--- config.mk ---
export PLATFORM = sky130hd
export DESIGN_NAME = mon_tx_arbiter
export DESIGN_NICKNAME = d
export VERILOG_FILES = /design/src/rtl/mon_tx_pkg.sv /design/src/rtl/mon_tx_gap_timer.sv /design/src/rtl/mon_tx_arbiter.sv
export SDC_FILE = /design/constraint.sdc
export NUM_CORES = 1
export LEC_CHECK = 0
export BUFFER_PORTS_ARGS = -buffer_cell sky130_fd_sc_hd__buf_2
export CORE_ASPECT_RATIO = 0.8
export CORE_MARGIN = 5
export CORE_UTILIZATION = 50
export DETAILED_ROUTE_END_ITERATION = 12
export PLACE_DENSITY = 0.78
export SETUP_SLACK_MARGIN = 0.2
export SKIP_LAST_GASP = 1
export SLEW_MARGIN = 20
export SYNTH_ARGS = -nofsm -noshare
export SYNTH_HDL_FRONTEND = slang
export SYNTH_SLANG_ARGS = --single-unit
--- constraint.sdc ---
create_clock -name mon_clk -period 3.51 [get_ports mon_clk]
set_input_delay 0.1755 -clock mon_clk [delete_from_list [all_inputs] [get_ports mon_clk]]
set_output_delay 0.1755 -clock mon_clk [all_outputs]
set_load 0.02 [all_outputs]
--- src/rtl/mon_tx_pkg.sv ---
// Shared constants and types for the monitor-bus transmit arbiter.
//   Opcodes for each frame source, grant_src encoding, FSM state type and
//   a helper that builds the 40-bit frame.
package mon_tx_pkg;

  localparam int unsigned FRAME_W   = 40;
  localparam int unsigned PAYLOAD_W = 16;

  localparam logic [7:0] OP_PWR_ON   = 8'h80;
  localparam logic [7:0] OP_KEYBOARD = 8'h41;
  localparam logic [7:0] OP_MOUSE    = 8'h42;

  localparam logic [1:0] SRC_NONE = 2'd0;
  localparam logic [1:0] SRC_PWR  = 2'd1;
  localparam logic [1:0] SRC_KB   = 2'd2;
  localparam logic [1:0] SRC_MS   = 2'd3;

  typedef enum logic [1:0] {
    ST_IDLE  = 2'd0,
    ST_ISSUE = 2'd1,
    ST_GAP   = 2'd2
  } state_t;

  // Frame layout: opcode, payload, then 16 zero bits.
  function automatic logic [FRAME_W-1:0] make_frame(input logic [7:0] op,
                                                    input logic [PAYLOAD_W-1:0] payload);
    return {op, payload, 16'h0000};
  endfunction

endpackage

--- src/rtl/mon_tx_gap_timer.sv ---
// Loadable down-counter used to time the inter-frame gap.
//   clk, reset : clock and asynchronous active-high reset
//   load       : load load_val (takes precedence over dec)
//   load_val   : gap length in cycles
//   dec        : count down by one while non-zero
//   done       : combinational, high in the last gap cycle (count <= 1)
module mon_tx_gap_timer #(
  parameter int unsigned W = 5
) (
  input  logic         clk,
  input  logic         reset,
  input  logic         load,
  input  logic [W-1:0] load_val,
  input  logic         dec,
  output logic         done
);

  logic [W-1:0] count;

  // Count register.
  always_ff @(posedge clk or posedge reset) begin
    if (reset) begin
      count <= '0;
    end else if (load) begin
      count <= load_val;
    end else if (dec && (count != '0)) begin
      count <= count - W'(1);
    end
  end

  // Done one cycle early so the gap state lasts exactly load_val cycles.
  assign done = (count <= W'(1));

endmodule

--- src/rtl/mon_tx_arbiter.sv ---
// Monitor-bus transmit arbiter: buffers one item per source (power-on
// reply, keyboard scancode, mouse report), picks a winner, formats the
// 40-bit frame and holds it until the sender accepts, then enforces an
// inter-frame gap. New grants are blocked while audio_mode is high.
//   mon_clk, reset        : clock, asynchronous active-high reset
//   pwr_pulse             : single-cycle power-on reply request
//   kb_valid/kb_ready/kb_data : keyboard handshake and scancode
//   ms_valid/ms_ready/ms_data : mouse handshake and report
//   audio_mode            : sender in sample-request mode
//   out_data/out_valid/out_ready : frame to the sender
//   grant_src             : 0 none, 1 power-on, 2 keyboard, 3 mouse
// Optional feature: define MON_TX_ROUND_ROBIN_EN for keyboard/mouse
// round-robin; otherwise keyboard has fixed priority over mouse.
module mon_tx_arbiter
  import mon_tx_pkg::*;
#(
  parameter int unsigned GAP_CYCLES = 16,
  parameter int unsigned GAP_W      = 5
) (
  input  logic        mon_clk,
  input  logic        reset,
  input  logic        pwr_pulse,
  input  logic        kb_valid,
  output logic        kb_ready,
  input  logic [15:0] kb_data,
  input  logic        ms_valid,
  output logic        ms_ready,
  input  logic [15:0] ms_data,
  input  logic        audio_mode,
  output logic [39:0] out_data,
  output logic        out_valid,
  input  logic        out_ready,
  output logic [1:0]  grant_src
);

  localparam bit GAP_EN = (GAP_CYCLES != 0);

  state_t      state;
  logic        pwr_pend;
  logic        kb_full;
  logic        ms_full;
  logic [15:0] kb_buf;
  logic [15:0] ms_buf;
  logic [1:0]  sel_src;
  logic [39:0] sel_frame;
  logic        gap_load;
  logic        gap_dec;
  logic        gap_done;
`ifdef MON_TX_ROUND_ROBIN_EN
  logic        rr_ptr;   // 0: keyboard next, 1: mouse next
`endif

  // Ready depends only on holding-register state; no bypass.
  assign kb_ready = ~kb_full;
  assign ms_ready = ~ms_full;

  // Winner selection among pending sources.
  always_comb begin
    sel_src = SRC_NONE;
    if (pwr_pend) begin
      sel_src = SRC_PWR;
    end else if (kb_full && ms_full) begin
`ifdef MON_TX_ROUND_ROBIN_EN
      sel_src = rr_ptr ? SRC_MS : SRC_KB;
`else
      sel_src = SRC_KB;
`endif
    end else if (kb_full) begin
      sel_src = SRC_KB;
    end else if (ms_full) begin
      sel_src = SRC_MS;
    end
  end

  // Frame for the selected source.
  always_comb begin
    sel_frame = '0;
    case (sel_src)
      SRC_PWR: sel_frame = make_frame(OP_PWR_ON, 16'h0000);
      SRC_KB:  sel_frame = make_frame(OP_KEYBOARD, kb_buf);
      SRC_MS:  sel_frame = make_frame(OP_MOUSE, ms_buf);
      default: sel_frame = '0;
    endcase
  end

  assign gap_load = (state == ST_ISSUE) && out_valid && out_ready;
  assign gap_dec  = (state == ST_GAP);

  mon_tx_gap_timer #(
    .W (GAP_W)
  ) u_gap_timer (
    .clk      (mon_clk),
    .reset    (reset),
    .load     (gap_load),
    .load_val (GAP_W'(GAP_CYCLES)),
    .dec      (gap_dec),
    .done     (gap_done)
  );

  // Holding registers, FSM and registered frame outputs.
  always_ff @(posedge mon_clk or posedge reset) begin
    if (reset) begin
      state     <= ST_IDLE;
      pwr_pend  <= 1'b0;
      kb_full   <= 1'b0;
      ms_full   <= 1'b0;
      kb_buf    <= '0;
      ms_buf    <= '0;
      out_data  <= '0;
      out_valid <= 1'b0;
      grant_src <= SRC_NONE;
`ifdef MON_TX_ROUND_ROBIN_EN
      rr_ptr    <= 1'b0;
`endif
    end else begin
      if (kb_valid && !kb_full) begin
        kb_full <= 1'b1;
        kb_buf  <= kb_data;
      end
      if (ms_valid && !ms_full) begin
        ms_full <= 1'b1;
        ms_buf  <= ms_data;
      end
      if (pwr_pulse) begin
        pwr_pend <= 1'b1;
      end

      case (state)
        ST_IDLE: begin
          if (!audio_mode && (sel_src != SRC_NONE)) begin
            out_data  <= sel_frame;
            grant_src <= sel_src;
            state     <= ST_ISSUE;
            case (sel_src)
              // A pulse in the granting cycle stays pending for a later frame.
              SRC_PWR: pwr_pend <= pwr_pulse;
              SRC_KB: begin
                kb_full <= 1'b0;
`ifdef MON_TX_ROUND_ROBIN_EN
                rr_ptr  <= 1'b1;
`endif
              end
              SRC_MS: begin
                ms_full <= 1'b0;
`ifdef MON_TX_ROUND_ROBIN_EN
                rr_ptr  <= 1'b0;
`endif
              end
              default: ;
            endcase
          end
        end
        ST_ISSUE: begin
          // Valid rises one cycle after the grant; held until accepted.
          if (!out_valid) begin
            out_valid <= 1'b1;
          end else if (out_ready) begin
            out_valid <= 1'b0;
            grant_src <= SRC_NONE;
            state     <= GAP_EN ? ST_GAP : ST_IDLE;
          end
        end
        ST_GAP: begin
          if (gap_done) begin
            state <= ST_IDLE;
          end
        end
        default: state <= ST_IDLE;
      endcase
    end
  end

endmodule
# ---- Word-level counts from Yosys, hierarchy flattened
# Cells that the tools add are included.
dict set report totals {
  ff_bits 85
  latchBits 0
  mem_bits_rw 0
  rom_bits 0
  in_bits 39
  mem_count 0
}
dict set report op_classes {
  add_sub_neg 1
  multipliers 0
  n_div 0
  order_cmp 1
  n_eq_ne 9
  shift 0
  mux 30
  n_bitwise 2
  n_reduce_logical 18
}
# op count
set ops {}
lappend ops {{one-hot mux 40 bit (3 select lines)} 1}
lappend ops {{2-to-1 mux 2 bit} 11}
lappend ops {{2-to-1 mux 1 bit} 14}
lappend ops {{2-to-1 mux 5 bit} 2}
lappend ops {{inequality test 2 bit, second input constant} 4}
lappend ops {{AND reduction 4 bit} 2}
lappend ops {{logical AND 1 bit} 7}
lappend ops {{equality test 2 bit, second input constant} 3}
lappend ops {{one-hot mux 2 bit (3 select lines)} 1}
lappend ops {{nonzero test 2 bit} 3}
lappend ops {{less-or-equal comparator 5 x 1 -> 1 bit, second input constant} 1}
lappend ops {{nonzero test 5 bit} 1}
lappend ops {{subtractor 5 x 1 -> 5 bit, second input constant} 1}
lappend ops {{equality test 2 x 1 -> 1 bit, second input constant} 2}
lappend ops {{one-hot mux 2 bit (2 select lines)} 1}
lappend ops {{logical NOT 1 bit} 3}
lappend ops {{logical NOT 2 bit} 1}
lappend ops {{inverter 1 bit} 2}
lappend ops {{AND reduction 2 bit} 1}

# ---- Longest topological paths before layout
dict set report logic_depth {
  word_depth 8
  ltp_mapped 5
  depth_no_buf 5
}

# ---- Cells and area by module
# Synthesis repeated with hierarchy kept, for this count alone.
dict set report hier_totals {
  cells_unflattened 237
  area_unflattened_um2 3012.9
}
# mod n_inst cells_per_inst area_per_inst_um2 seq_area_each_um2
set modules_own_cells {}
lappend modules_own_cells {mon_tx_arbiter 1 197 2671.3 1501.4}
lappend modules_own_cells {mon_tx_gap_timer 1 40 341.6 125.1}

# ---- Worst setup path after synthesis
# OpenSTA, ideal clock, no wires.
dict set report synth_path {
  kind {reg2reg}
  startpoint {register u_gap_timer.count[1]}
  endpoint {register u_gap_timer.count[1]}
  setup_ns 0.087
  arrival_time_ns 1.483
  required_time_ns 3.423
  path_slack_ns 1.941
  stages_incl_launch_ff 6
  n_path_buf 0
  synth_period_minus_slack_ns 1.569
  path_cell_list {dfrtp_1 inv_1 ha_1 or4b_1 and3_1 a211oi_2}
}
dict set report synth_via {
  elab_chain_len 3
  word_cells_on_any_way 6
  classes_between {add/sub: 1; mux: 2; reduce/logical: 3}
}
# element line_no
set synth_rtl {}
lappend synth_rtl {{from (decl)} mon_tx_gap_timer.sv:18} ;# logic [W-1:0] count;
lappend synth_rtl {{from (signal assigned)} mon_tx_gap_timer.sv:25} ;# count <= load_val;
lappend synth_rtl {{from (signal assigned)} mon_tx_gap_timer.sv:27} ;# count <= count - W'(1);
lappend synth_rtl {{subtractor 5 x 1 -> 5 bit / nonzero test 5 bit (equally long branches)} {mon_tx_gap_timer.sv:27, mon_tx_gap_timer.sv:26}}
lappend synth_rtl {{2-to-1 mux 5 bit / logical AND 1 bit (equally long branches)} mon_tx_gap_timer.sv:26} ;# end else if (dec && (count != '0)) begin
lappend synth_rtl {{2-to-1 mux 5 bit / nonzero test 2 bit (equally long branches)} n/a}
# Parallel ways exist; a longest one is shown, timed or not. The select of a mux whose other input is x is not followed.
# A chain may end at the register's enable or synchronous reset.

# ---- Worst setup path in the final report
dict set report layout_path {
  startpoint {register kb_full}
  endpoint {register out_data[26]}
}
dict set report layout_via {
  elab_chain_len 6
  word_cells_on_any_way 11
  classes_between {eq/ne: 3; mux: 4; reduce/logical: 4}
}
# element line_no
set layout_rtl {}
lappend layout_rtl {{from (decl)} mon_tx_arbiter.sv:40} ;# logic kb_full;
lappend layout_rtl {{from (signal assigned)} mon_tx_arbiter.sv:105} ;# kb_full <= 1'b0;
lappend layout_rtl {{from (signal assigned)} mon_tx_arbiter.sv:117} ;# kb_full <= 1'b1;
lappend layout_rtl {{from (signal assigned)} mon_tx_arbiter.sv:138} ;# kb_full <= 1'b0;
lappend layout_rtl {{2-to-1 mux 2 bit / logical AND 1 bit (equally long branches)} {mon_tx_arbiter.sv:68, mon_tx_arbiter.sv:62}}
lappend layout_rtl {{2-to-1 mux 2 bit (*)} mon_tx_arbiter.sv:62} ;# end else if (kb_full && ms_full) begin
lappend layout_rtl {{2-to-1 mux 2 bit (*)} mon_tx_arbiter.sv:60} ;# if (pwr_pend) begin
lappend layout_rtl {{branches (longest 3 deep; another with one-hot mux 40 bit (3 select lines))} n/a}
lappend layout_rtl {{to (signal assigned)} mon_tx_arbiter.sv:131} ;# out_data <= sel_frame;
lappend layout_rtl {{to (decl)} mon_tx_arbiter.sv:30} ;# output logic [39:0] out_data,
# Mark *: on every way between the ends.

==> flow_summary.ini <==
[place]
io_buffers = 63
dp.cells = 356
gp_congestion = 0.748
placed_area_mm2 = 0.00315
detailed_place_hpwl_um = 4240
dp_slack_ns = 1.51

[clock_tree]
numClockSinks = 65
cts_buffers = 9
cts_setup_buffers = 0
cts_root_buf = clkbuf_8
clockBufferDepth = 2
insertion_delay_ns = 0.33
cts_tree = yes
clk_pin_slew_ns = 0.07
htreeDepth = 3

[floorplan]
rows = 24
die_area_mm2 = 0.00737
io_pins = 84
die_height_um = 77.8
initial_core_util_pct = 51.9
die_width_um = 94.7
core-area_mm2 = 0.00553

[timing]
slew_violations = 0
hold_slack_ns = 0.0283
finalClockSkew_ns = 0.00691
period_minus_slack_ns = 2.04
finalSetupTns_ns = 0
max_freq_mhz = 490
finalHoldViolCount = 0
rsz0062_at_grt = false
finalWorstSetupSlack_ns = 1.47
relSlewSlack_pct = 42.2
tightestPinTransition_ns = 0.863
setup_viol = 0
finalCritPeriodShare_pct = 58.2

[finish]
fin_cells = 373
nFillCells = 456
layout_commonest_cell = dfrtp_1
fin_area_mm2 = 0.00339
most-common-layout-cells = dfrtp_1, buf_2, mux2_2
areaGrowthSynthToFinish_pct = 18.0
n_antenna_cell = 0
drive_gt1_share_pct = 40.3
final_nets = 331

[route]
post_drt_wl_per_cell_um = 15.6
routed_wirelength_um = 5820
vias = 1914
drt_iter0_markers = 86
drc = 0
ant_nets = 0
first_pass_iters = 4
viasPerCell = 5.13

[min_path]
min_path_type = primary input to register

[run]
max-cap-violations = 0

[power_and_ir_drop]
peakVddDrop_mv = 0.429
power_leakage_nw = 1.76
powerDensity_mw_per_mm2 = 830

[yosys]
netlist_instances = 226
ys_ff_latch = 65
synth_cell_type_count = 34
syn_avg_cell_area_um2 = 12.7
yosys_warnings = 0
synth_top_cell_area_share_pct = 56.7
ys_top_cells_by_area = dfrtp_1, mux2_2, buf_4
netlist_area_mm2 = 0.00287
synth_largest_area_cell = dfrtp_1
ys_seq_area_share_pct = 56.7

[global_routing]
grt_first_pass_wirelength_um = 9630
grt_max_degree = 36
grt_usage_pct = 17.1
antenna_found_initial = 0
overflow = 0
grt_pass1_vias = 1921

[critical_path]
endpoint_kind = register
arrival_ns = 2.25
startpoint_type = register
path_cells = or3_1 > nand3_2 > a221o_1
crit_path_max_fanout = 23
worst_path_max_delay_cell = dfrtp_1
cp.buffers_inverters = 0
critPathTopFamily = flip-flops
critical_path_class = register to register
worstPathRequired_ns = 3.72
slowest_delay_ns = 0.75

[run_status]
outcome = finished clean
synthesized netlist by cell type:
library cell	n
dfrtp_1	65
mux2_2	33
buf_4	20
and3_1	15
a221o_1	14
nand2_1	9
nor2_1	9
inv_1	8
a21o_1	6
buf_2	6
mux2i_1	4
nor2b_1	4
o21ai_0	4
a21oi_1	3
nor3_1	3
a22o_1	2
buf_6	2
clkbuf_1	2
ha_1	2
a211oi_2	1
a22oi_1	1
and2_0	1
and2_2	1
clkbuf_2	1
conb_1	1
nand3_1	1
nand3_2	1
nand3b_1	1
nand4b_1	1
nor3b_1	1
nor4_4	1
o2111ai_1	1
or3_1	1
or4b_1	1
layer usage:
layer	wire (um)	vias to the layer above	track usage, %	share of wire, %
met1	2710	938	24.2	47
met3	481	3	7.06	8.3
met2	2600	80	25.0	45
li1	-	893	-	-
met5	0	-	0	0
met4	25	0	3.03	0.43
flip-flops by register name, summed over array words and instances (netlist names):
| signal | cells |
|---|---|
| kb_full | 1 |
| pwr_pend | 1 |
| state | 2 |
| u_gap_timer.count | 5 |
| ms_full | 1 |
| kb_buf | 16 |
| grant_src | 2 |
| out_data | 20 |
| out_valid | 1 |
| ms_buf | 16 |
worst paths after layout:
kind | from | to | slack [ns] | cells after the start
max | kb_full | out_data[26] | 1.47 | 3
min | pwr_pulse | pwr_pend | 0.03 | 2
max reg2reg | kb_full | out_data[26] | 1.47 | 3
min reg2reg | out_data[32] | out_data[32] | 0.47 | 1
max in group asynchronous | reset | ms_buf[9] | 2.15 | 4
min in group asynchronous | reset | out_data[38] | 0.50 | 3
power by group:
group	switching (W)	total (W)	internal (W)
Sequential	0.000226	0.00130	0.00107
Combinational	0.000430	0.000828	0.000398
Clock	0.000261	0.000686	0.000426
Total	0.000917	0.00281	0.00190
layout make-up:
cell class / instances / area, um2 / area share, %
Clock buffer: 15 / 196 / 5.80
Sequential cell: 65 / 1630 / 48.0
Tap cell: 78 / 97.6 / 2.88
Inverter: 8 / 30.0 / 0.886
Multi-Input combinational cell: 141 / 1070 / 31.7
Timing Repair Buffer: 65 / 333 / 9.82
Clock inverter: 1 / 30.0 / 0.886
kinds of logic after synthesis:
family                   Yosys count  share of synthesized area (%)
AO/OA/AOI/OAI                     32                           9.28
adder cells (fa/ha/maj)            2                          0.872
buffers and inverters             39                           8.54
flip-flops                        65                           56.7
multiplexers                      37                           14.3
other                              1                          0.131
AND/OR/NAND/NOR                   50                           10.2
timing repair:
action	in CTS	in global routing
gates resized for setup	0	0
hold buffers	1	0
endpoints found under the setup margin	0	0
hold endpoints to repair	34	0
per-stage QoR:
stage	utilization, %	power (W)
final	61.3	0.00281
after floorplan	-	0.00189
after global placement	57.0	0.00210
after detailed placement	57.0	0.00214
after global routing	61.3	0.00300
after CTS	61.3	0.00284
(Power assumes the default switching activity.)
